--- src/rtl/sub_serial_pkg.sv ---
// Shared types and constants for the byte-serial subtract controller.
package sub_serial_pkg;
  localparam int SLICE_W = 8;

  typedef enum logic [1:0] {
    IDLE = 2'd0,
    RUN  = 2'd1,
    DONE = 2'd2
  } state_t;

  function automatic int calc_nbytes(input int width);
    return width / SLICE_W;
  endfunction
endpackage

--- src/rtl/sub_serial_ctrl_if.sv ---
// Request/result handshake bundle for sub_serial_ctrl.
// SUB_SERIAL_FLAGS_EN adds zero_flag / ovf_flag to the bundle.
interface sub_serial_ctrl_if #(parameter int WIDTH = 32);
  logic             start_valid;
  logic             start_ready;
  logic [WIDTH-1:0] a;
  logic [WIDTH-1:0] b;
  logic             bin;
  logic             res_valid;
  logic             res_ready;
  logic [WIDTH-1:0] diff;
  logic             borrow_out;
  logic             busy;
`ifdef SUB_SERIAL_FLAGS_EN
  logic             zero_flag;
  logic             ovf_flag;

  modport master (output start_valid, a, b, bin, res_ready,
                  input  start_ready, res_valid, diff, borrow_out, busy, zero_flag, ovf_flag);
  modport slave  (input  start_valid, a, b, bin, res_ready,
                  output start_ready, res_valid, diff, borrow_out, busy, zero_flag, ovf_flag);
`else
  modport master (output start_valid, a, b, bin, res_ready,
                  input  start_ready, res_valid, diff, borrow_out, busy);
  modport slave  (input  start_valid, a, b, bin, res_ready,
                  output start_ready, res_valid, diff, borrow_out, busy);
`endif
endinterface

--- src/rtl/sub_serial_ctrl_sub8_slice.sv ---
// Combinational 8-bit ripple-borrow subtractor built from 1-bit full-subtractor cells.
module sub8_slice
  import sub_serial_pkg::*;
(
  input  logic [SLICE_W-1:0] a,
  input  logic [SLICE_W-1:0] b,
  input  logic               bin,
  output logic [SLICE_W-1:0] diff,
  output logic               bout
);
  logic [SLICE_W:0] brw;

  assign brw[0] = bin;

  for (genvar i = 0; i < SLICE_W; i++) begin : g_bit
    assign diff[i]  = a[i] ^ b[i] ^ brw[i];
    assign brw[i+1] = (~a[i] & b[i]) | (~(a[i] ^ b[i]) & brw[i]);
  end

  assign bout = brw[SLICE_W];
endmodule

--- src/rtl/sub_serial_ctrl.sv ---
// Byte-serial WIDTH-bit subtract controller: one 8-bit slice, LSB byte first.
// SUB_SERIAL_FLAGS_EN adds accumulated zero and signed-overflow flags.
module sub_serial_ctrl
  import sub_serial_pkg::*;
#(
  parameter int WIDTH = 32
) (
  input  logic               clk,
  input  logic               rst,
  sub_serial_ctrl_if.slave   bus
);
  localparam int NBYTES = calc_nbytes(WIDTH);
  localparam int CNT_W  = (NBYTES > 1) ? $clog2(NBYTES) : 1;
  localparam logic [CNT_W-1:0] LAST = CNT_W'(NBYTES - 1);

  state_t           state;
  logic [CNT_W-1:0] idx;
  logic [WIDTH-1:0] a_q, b_q, diff_q;
  logic             brw_q, start_ready_q, res_valid_q, busy_q, borrow_out_q;

  logic [SLICE_W-1:0] s_a, s_b, s_diff;
  logic               s_bout, last;

  assign s_a  = a_q[idx*SLICE_W +: SLICE_W];
  assign s_b  = b_q[idx*SLICE_W +: SLICE_W];
  assign last = (idx == LAST);

  sub8_slice u_slice (
    .a    (s_a),
    .b    (s_b),
    .bin  (brw_q),
    .diff (s_diff),
    .bout (s_bout)
  );

`ifdef SUB_SERIAL_FLAGS_EN
  logic zero_acc, zero_q, ovf_q;
  assign bus.zero_flag = zero_q;
  assign bus.ovf_flag  = ovf_q;
`endif

  // DONE spends one cycle raising res_valid before the handshake can complete.
  always_ff @(posedge clk or posedge rst) begin
    if (rst) begin
      state         <= IDLE;
      idx           <= '0;
      a_q           <= '0;
      b_q           <= '0;
      diff_q        <= '0;
      brw_q         <= 1'b0;
      start_ready_q <= 1'b1;
      res_valid_q   <= 1'b0;
      busy_q        <= 1'b0;
      borrow_out_q  <= 1'b0;
`ifdef SUB_SERIAL_FLAGS_EN
      zero_acc      <= 1'b0;
      zero_q        <= 1'b0;
      ovf_q         <= 1'b0;
`endif
    end else begin
      case (state)
        IDLE: begin
          if (bus.start_valid) begin
            a_q           <= bus.a;
            b_q           <= bus.b;
            brw_q         <= bus.bin;
            idx           <= '0;
            start_ready_q <= 1'b0;
            busy_q        <= 1'b1;
            state         <= RUN;
`ifdef SUB_SERIAL_FLAGS_EN
            zero_acc      <= 1'b1;
`endif
          end
        end
        RUN: begin
          diff_q[idx*SLICE_W +: SLICE_W] <= s_diff;
          brw_q <= s_bout;
`ifdef SUB_SERIAL_FLAGS_EN
          zero_acc <= zero_acc & (s_diff == '0);
`endif
          if (last) begin
            borrow_out_q <= s_bout;
            state        <= DONE;
`ifdef SUB_SERIAL_FLAGS_EN
            zero_q <= zero_acc & (s_diff == '0);
            ovf_q  <= (a_q[WIDTH-1] ^ b_q[WIDTH-1]) & (a_q[WIDTH-1] ^ s_diff[SLICE_W-1]);
`endif
          end else begin
            idx <= idx + 1'b1;
          end
        end
        DONE: begin
          if (!res_valid_q) begin
            res_valid_q <= 1'b1;
          end else if (bus.res_ready) begin
            res_valid_q   <= 1'b0;
            start_ready_q <= 1'b1;
            busy_q        <= 1'b0;
            state         <= IDLE;
          end
        end
        default: state <= IDLE;
      endcase
    end
  end

  assign bus.start_ready = start_ready_q;
  assign bus.res_valid   = res_valid_q;
  assign bus.diff        = diff_q;
  assign bus.borrow_out  = borrow_out_q;
  assign bus.busy        = busy_q;
endmodule

--- src/flat_wrapper.sv ---
// flat-port wrapper written by rule: the top's interface ports become plain ports
module sub_serial_ctrl_flat import sub_serial_pkg::*;
#(
  parameter int WIDTH = 32
)
  (clk, rst, bus_start_valid, bus_a, bus_b, bus_bin, bus_res_ready, bus_start_ready, bus_res_valid, bus_diff, bus_borrow_out, bus_busy);
  sub_serial_ctrl_if #(.WIDTH(WIDTH)) bus_i ();
  input  logic clk;
  input  logic rst;
  input wire logic [$bits(bus_i.start_valid)-1:0] bus_start_valid;
  input wire logic [$bits(bus_i.a)-1:0] bus_a;
  input wire logic [$bits(bus_i.b)-1:0] bus_b;
  input wire logic [$bits(bus_i.bin)-1:0] bus_bin;
  input wire logic [$bits(bus_i.res_ready)-1:0] bus_res_ready;
  output wire logic [$bits(bus_i.start_ready)-1:0] bus_start_ready;
  output wire logic [$bits(bus_i.res_valid)-1:0] bus_res_valid;
  output wire logic [$bits(bus_i.diff)-1:0] bus_diff;
  output wire logic [$bits(bus_i.borrow_out)-1:0] bus_borrow_out;
  output wire logic [$bits(bus_i.busy)-1:0] bus_busy;
  assign bus_i.start_valid = bus_start_valid;
  assign bus_i.a = bus_a;
  assign bus_i.b = bus_b;
  assign bus_i.bin = bus_bin;
  assign bus_i.res_ready = bus_res_ready;
  assign bus_start_ready = bus_i.start_ready;
  assign bus_res_valid = bus_i.res_valid;
  assign bus_diff = bus_i.diff;
  assign bus_borrow_out = bus_i.borrow_out;
  assign bus_busy = bus_i.busy;
  sub_serial_ctrl #(.WIDTH(WIDTH)) u_core (.clk(clk), .rst(rst), .bus(bus_i));
endmodule
--- config.mk ---
export PLATFORM = sky130hd
export DESIGN_NAME = sub_serial_ctrl_flat
export DESIGN_NICKNAME = d
export VERILOG_FILES = /design/src/rtl/sub_serial_pkg.sv /design/src/rtl/sub_serial_ctrl_if.sv /design/src/rtl/sub_serial_ctrl_sub8_slice.sv /design/src/rtl/sub_serial_ctrl.sv /design/src/flat_wrapper.sv
export SDC_FILE = /design/constraint.sdc
export NUM_CORES = 1
export LEC_CHECK = 0
export ABC_AREA = 0
export CAP_MARGIN = 20
export CORE_ASPECT_RATIO = 1.5
export CORE_MARGIN = 1.5
export CORE_UTILIZATION = 40
export CTS_CLUSTER_SIZE = 12
export DETAILED_ROUTE_END_ITERATION = 7
export GPL_TIMING_DRIVEN = 0
export SYNTH_ARGS = -nofsm -noshare
export SYNTH_HDL_FRONTEND = slang
export SYNTH_SLANG_ARGS = --single-unit
--- constraint.sdc ---
create_clock -name clk -period 5.35 [get_ports clk]
set_clock_uncertainty 0.15 [all_clocks]
set_input_delay 1.07 -clock clk [delete_from_list [all_inputs] [get_ports clk]]
set_output_delay 1.07 -clock clk [all_outputs]
set_load 0.05 [all_outputs]
======== After elaboration in Yosys (flattened, before gate mapping) ========
Index checks and enable logic that the tools add are counted.
word-level totals
  register bits ........................... 105
  bits of input ports ..................... 69
  logic and storage cells ................. 110
operators by class
  add/subtract/negate cells ............... 2
  eq/ne operators ......................... 8
  shifts and indexed selects .............. 4
  mux-type cells .......................... 21
  bitwise gates (word level) .............. 56
  reductions and logical operators ........ 9
operators with widths
  operator                   count
  $shiftx A32 B6 Y8          2
  $neg A5 Y34                1
  $shift A8 B34 Y32 const A  1
  $shiftx A8 B34 Y32         1
  $bwmux W32                 1
  $and A1 B1 Y1              16
  $not A1 Y1                 16
  $xor A1 B1 Y1              16
  $mux W2                    6
  $mux W1                    9
  $or A1 B1 Y1               8
  $reduce_and A4 Y1          2
  $ne A2 B2 Y1 const B       3
  $pmux W1 S2                3
  $pmux W2 S3                1
  $reduce_and A2 Y1          3
  $eq A2 B2 Y1 const B       2
  $ne A2 B1 Y1 const B       2
  $pmux W2 S2                1
  $reduce_bool A2 Y1         2
  $reduce_and A3 Y1          1
  $add A2 B1 Y2 const B      1
  $eq A2 B1 Y1 const B       1
  $logic_not A2 Y1           1

======== Depth between registers and ports, before layout ========
Gate-level depths: netlist of run 1.
  word-level depth ........................ 20
  depth in mapped cells ................... 15

======== Modules after synthesis ========
A second synthesis of run 1 with hierarchy kept.
unflattened totals
  cell total of the unflattened synthesis .. 328
  area total of the unflattened synthesis .. 4745.8 sq um
by module, submodules not included
  module           instances  cells an instance  area each (sq um)  seq. area each (sq um)
  sub_serial_ctrl  1          302                4518.1             2628.8
  sub8_slice       1          26                 227.7              0.0

======== Worst setup path before layout of run 1 ========
Ideal clock, no wire load.
  path kind ............................... reg-to-reg
  from .................................... register u_core.idx[0]
  to ...................................... register u_core.diff_q[7] (netlist: u_core.bus.diff[7])
  library setup time ...................... 67 ps
  arrival ................................. 4544 ps
  path slack .............................. 589 ps
  cell stages (with the launch flop) ...... 16
  clock period less this slack ............ 4761 ps
  path through ............................ dfrtp_1 > buf_4 > mux4_2 > inv_1 > fa_1 > inv_1 > fa_1 > fa_1 > fa_1 > fa_1 > fa_1 > fa_1 > inv_1 > fa_1 > nor4b_1 > mux2_2
between the ends
  word-level cells in the longest chain between the ends .. 20
RTL lines
  item                                  line                                                                text
  from (decl)                           sub_serial_ctrl.sv:17                                               logic [CNT_W-1:0] idx;
  from (signal assigned)                sub_serial_ctrl.sv:90                                               idx <= idx + 1'b1;
  $shiftx A32 B6 Y8 (on tied branches)  sub_serial_ctrl.sv:24, sub_serial_ctrl.sv:25
  $xor A1 B1 Y1                         sub_serial_ctrl_sub8_slice.sv:16, sub_serial_ctrl_sub8_slice.sv:17
  $not A1 Y1                            sub_serial_ctrl_sub8_slice.sv:17                                    assign brw[i+1] = (~a[i] & b[i]) | (~(a[i] ^ b[i]) & brw[i]);
  $and A1 B1 Y1                         sub_serial_ctrl_sub8_slice.sv:17
  $or A1 B1 Y1                          sub_serial_ctrl_sub8_slice.sv:17
  $and A1 B1 Y1                         sub_serial_ctrl_sub8_slice.sv:17
  $or A1 B1 Y1                          sub_serial_ctrl_sub8_slice.sv:17
  $and A1 B1 Y1                         sub_serial_ctrl_sub8_slice.sv:17
  (+4 left out)                         --
  $or A1 B1 Y1                          sub_serial_ctrl_sub8_slice.sv:17
  $and A1 B1 Y1                         sub_serial_ctrl_sub8_slice.sv:17
  $or A1 B1 Y1                          sub_serial_ctrl_sub8_slice.sv:17
  $and A1 B1 Y1                         sub_serial_ctrl_sub8_slice.sv:17
  $or A1 B1 Y1                          sub_serial_ctrl_sub8_slice.sv:17
  $xor A1 B1 Y1                         sub_serial_ctrl_sub8_slice.sv:16                                    assign diff[i] = a[i] ^ b[i] ^ brw[i];
  $shiftx A8 B34 Y32                    sub_serial_ctrl.sv:77                                               diff_q[idx*SLICE_W +: SLICE_W] <= s_diff;
  $bwmux W32 (*)                        sub_serial_ctrl.sv:77
  to (signal, indexed assignment)       sub_serial_ctrl.sv:77
  to (decl)                             sub_serial_ctrl.sv:18                                               logic [WIDTH-1:0] a_q, b_q, diff_q;
Every way passes the cells marked *; elsewhere a longest branch is shown, timed or not.
A chain may end at the register's enable or synchronous reset.

======== Final worst setup path of run 1 ========
  from .................................... register u_core.idx[1]
  to ...................................... register u_core.diff_q[7] (netlist: u_core.bus.diff[7])
The elaborated chain is that of the path after synthesis.

==> impl_metrics.tcl, run 1 <==
set metrics [dict create \
    synth_fp_nets 425 \
    drt_iter0_markers 110 \
    htreeDepth 3 \
    timing.final.crit_share 0.962 \
    synth_top_family_by_area "multiplexers" \
    dp.cells 606 \
    netlist_instances 342 \
    insertion_delay_ns 0.35 \
    wl_mm 11.9 \
    r2r-end "u_core.bus.diff[7]" \
    synth.top_cell.area_share 0.495 \
    p_sw_mw 2.09 \
    die_y_um 143 \
    holdPathEnd "u_core.bus.diff[24]" \
    gp_congestion 0.755 \
    synth_compound_area_frac 0.0679 \
    grt_pass1_vias 3453 \
    synthXorXnorAreaFrac 0 \
    critPathCaptureType "register" \
    seqCellArea_um2 2630 \
    synth_edf_count 0 \
    antenna_cells 0 \
    fin_crit_ns 5.15 \
    initial_utilization 0.408 \
    path_max_fanout 10 \
    worst_slack_ns 0.205 \
    power.density_nw_per_um2 745 \
    synthMuxAreaShare 0.259 \
    p_int_mw 3.01 \
    ys.warnings.count 0 \
    status "complete, no violations" \
    hold_path_class "register to register" \
    fillCellCount 1114 \
    cts.path.max_buffers 2 \
    io_pins 105 \
    r2r-start "u_core.idx[1]" \
    core-area_um2 12900 \
    slew_violations 0 \
    combPwrFrac 0.591 \
    die-area_um2 13800 \
    tightest_slew_ns 0.575 \
    grt_pass1_wl_mm 18.9 \
    netlist_area_um2 5260 \
    cts_root_buffer "clkbuf_16" \
    rr_worst_depth 13 \
    viasPerCell 5.17 \
    syn2layout_area_growth_pct 30.3 \
    ys_seq_elements 105 \
    yosysTopAreaCell "dfrtp_1" \
    dieWidth_um 96.6 \
    arrival_ns 5.28 \
    criticalPathCategory "register to register" \
    wl_per_cell_um 19.2 \
    min_path_cells 1 \
    dr.pass1.iters 4 \
    grt_start_max_net_pins 74 \
    seqPwrFrac 0.271 \
    yosysSeqAreaShare 0.500 \
    rrSetupSlack_ns 0.20 \
    drive_gt1_frac 0.300 \
    synth_fa_ha_area_frac 0.0448 \
    whs_ns 0.342 \
    grt_antenna_before_repair 0 \
    rsz0062_at_grt "no" \
    critical_path_required_ns 5.48 \
    max-cap-violations 0 \
    fin_area_um2 6850 \
    synth.area.top_cells "dfrtp_1 50%, mux2_4 14%, mux4_2 6.9%" \
    dpl.hpwl_mm 8.65 \
    multi_input_comb_area_um2 2310 \
    leakage_nw 2.91 \
    setup_viol 0 \
    tritoncts "yes" \
    vias 3216 \
    cts_setup_buffers 0 \
    worst_setup_path_start_kind "register" \
    clk_pin_slew_ns 0.08 \
    synthSimpleGateAreaFrac 0.0669 \
    fin_util 0.531 \
    fin_nets 541 \
    fmax_ghz 0.194 \
    drc_errors 0 \
    synthDistinctLibCells 41 \
    hp-start "u_core.bus.diff[24]" \
    track_usage 0.186 \
    dpl_worst_slack_ns 0.101 \
    pwr-share-clk 0.137 \
    finalHoldViolations 0 \
    io_buffers 104 \
    async_flop_share 1.00 \
    max_slew_margin 0.617 \
    placedInstanceArea_um2 6530 \
    ant_nets 0 \
    synth_flop_cell "dfrtp_1" \
    row_count 51 \
    cts_buffers 9 \
    numClockSinks 105 \
    overflow 0 \
    switching_share 0.409 \
    postSynthAreaPerCell_um2 15.4 \
    vdd_drop_max_mv 0.362 \
    final_cells 622 \
]
## area by class of cell
| type | count | share of cell area |
|---|---|---|
| tap | 159 | 0.0291 |
| clock inverter | 5 | 0.0117 |
| clock buffer | 11 | 0.0340 |
| buffer | 27 | 0.0340 |
| multi-input combinational | 185 | 0.337 |
| sequential | 105 | 0.384 |
| inverter | 25 | 0.0141 |
| timing repair buffer | 105 | 0.156 |
## placed cells by master, fill, tap and decap left out, drive strengths merged, types with 16 or more instances in the layout
master         instances
dfrtp                104
buf                   23
mux2                  73
clkbuf                16
mux4                  16
inv                   25
clkdlybuf4s50        104
## repair_timing
item                                   CTS  global route
resized for setup                        0             3
endpoints found under the hold margin    0             0
hold buffers                             0             0
setup endpoints to repair                0             2
## worst max-delay path, cell delays in order, from the launching register on
cell and delay [ns]:
dfrtp_1 0.40, buf_2 0.32, clkbuf_4 0.33, mux4_2 0.39, fa_1 0.47, fa_1 0.40, fa_1 0.39, fa_1 0.39
fa_1 0.39, fa_1 0.38, inv_1 0.07, fa_1 0.51, nor4b_1 0.29, mux2_2 0.20
## metal layers
layer  global-route usage  wire length (µm)
met1                0.239              5050
met2                0.319              6360
met3               0.0280               363
met4               0.0580               176
met5                    0                 0
## power groups by stage
stage | sequential, mW | clock, mW | combinational [mW]
floorplan | 1.68 | 0 | 1.80
global placement | 1.38 | 0 | 3.01
detailed placement | 1.40 | 0 | 3.05
CTS | 1.39 | 0.718 | 3.06
global route | 1.43 | 0.745 | 3.21
finish | 1.38 | 0.700 | 3.01
## registers in the layout (all words and copies together), names as in the netlist
signal	count
u_core.a_q	32
u_core.b_q	32
u_core.bus.diff	32
u_core.idx	2
u_core.state	2
u_core.brw_q	1
u_core.bus.borrow_out	1
u_core.bus.busy	1
u_core.bus.res_valid	1
u_core.bus.start_ready	1
## metrics by stage
step                TNS, ns  total power, mW
floorplan                 0             3.48
global placement     -14.23             4.39
finish                    0             5.10
detailed placement        0             4.45
CTS                       0             5.17
global route              0             5.38
## cell usage after synthesis, types with 7 or more instances
master and count:
dfrtp_1 104, a32o_1 8, buf_2 10, o32ai_2 8
mux2_2 24, o2bb2ai_1 8, nand2_1 8, mux2_4 48
nor4bb_1 7, mux4_2 16, fa_1 8, inv_1 25
## kinds of logic (layout without fill, tap and decap cells)
| family | Yosys count | after routing |
|---|---|---|
| flip-flops | 105 | 105 |
| AO/OA/AOI/OAI | 33 | 33 |
| adder cells (fa/ha/maj) | 14 | 14 |
| buffers and inverters | 52 | 173 |
| AND/OR/NAND/NOR | 49 | 49 |
| multiplexers | 89 | 89 |
## worst max path at each step
stage	endpoint	cells after the start	slack (ns)	startpoint
final	u_core.bus.diff[7]	13	0.20	u_core.idx[1]
after global routing	u_core.bus.diff[7]	15	0.006	u_core.idx[1]
after CTS	u_core.bus.diff[7]	15	0.07	u_core.idx[0]
after detailed placement	u_core.bus.diff[7]	15	0.10	u_core.idx[0]
after global placement	u_core.bus.res_valid	2	-0.15	rst
after floorplan	u_core.bus.diff[7]	15	0.59	u_core.idx[0]
No activity file was read; power rests on OpenSTA's default activity.
==> run 2, diff against run 1 <==
--- a/config.mk
+++ b/config.mk
@@ -13,6 +13,7 @@
 export CTS_CLUSTER_SIZE = 12
 export DETAILED_ROUTE_END_ITERATION = 7
 export GPL_TIMING_DRIVEN = 0
+export SKIP_CTS_REPAIR_TIMING = 1
 export SYNTH_ARGS = -nofsm -noshare
 export SYNTH_HDL_FRONTEND = slang
 export SYNTH_SLANG_ARGS = --single-unit
==> results of run 2 <==
The final DEF is identical to that of run 1; final timing and power are the same.
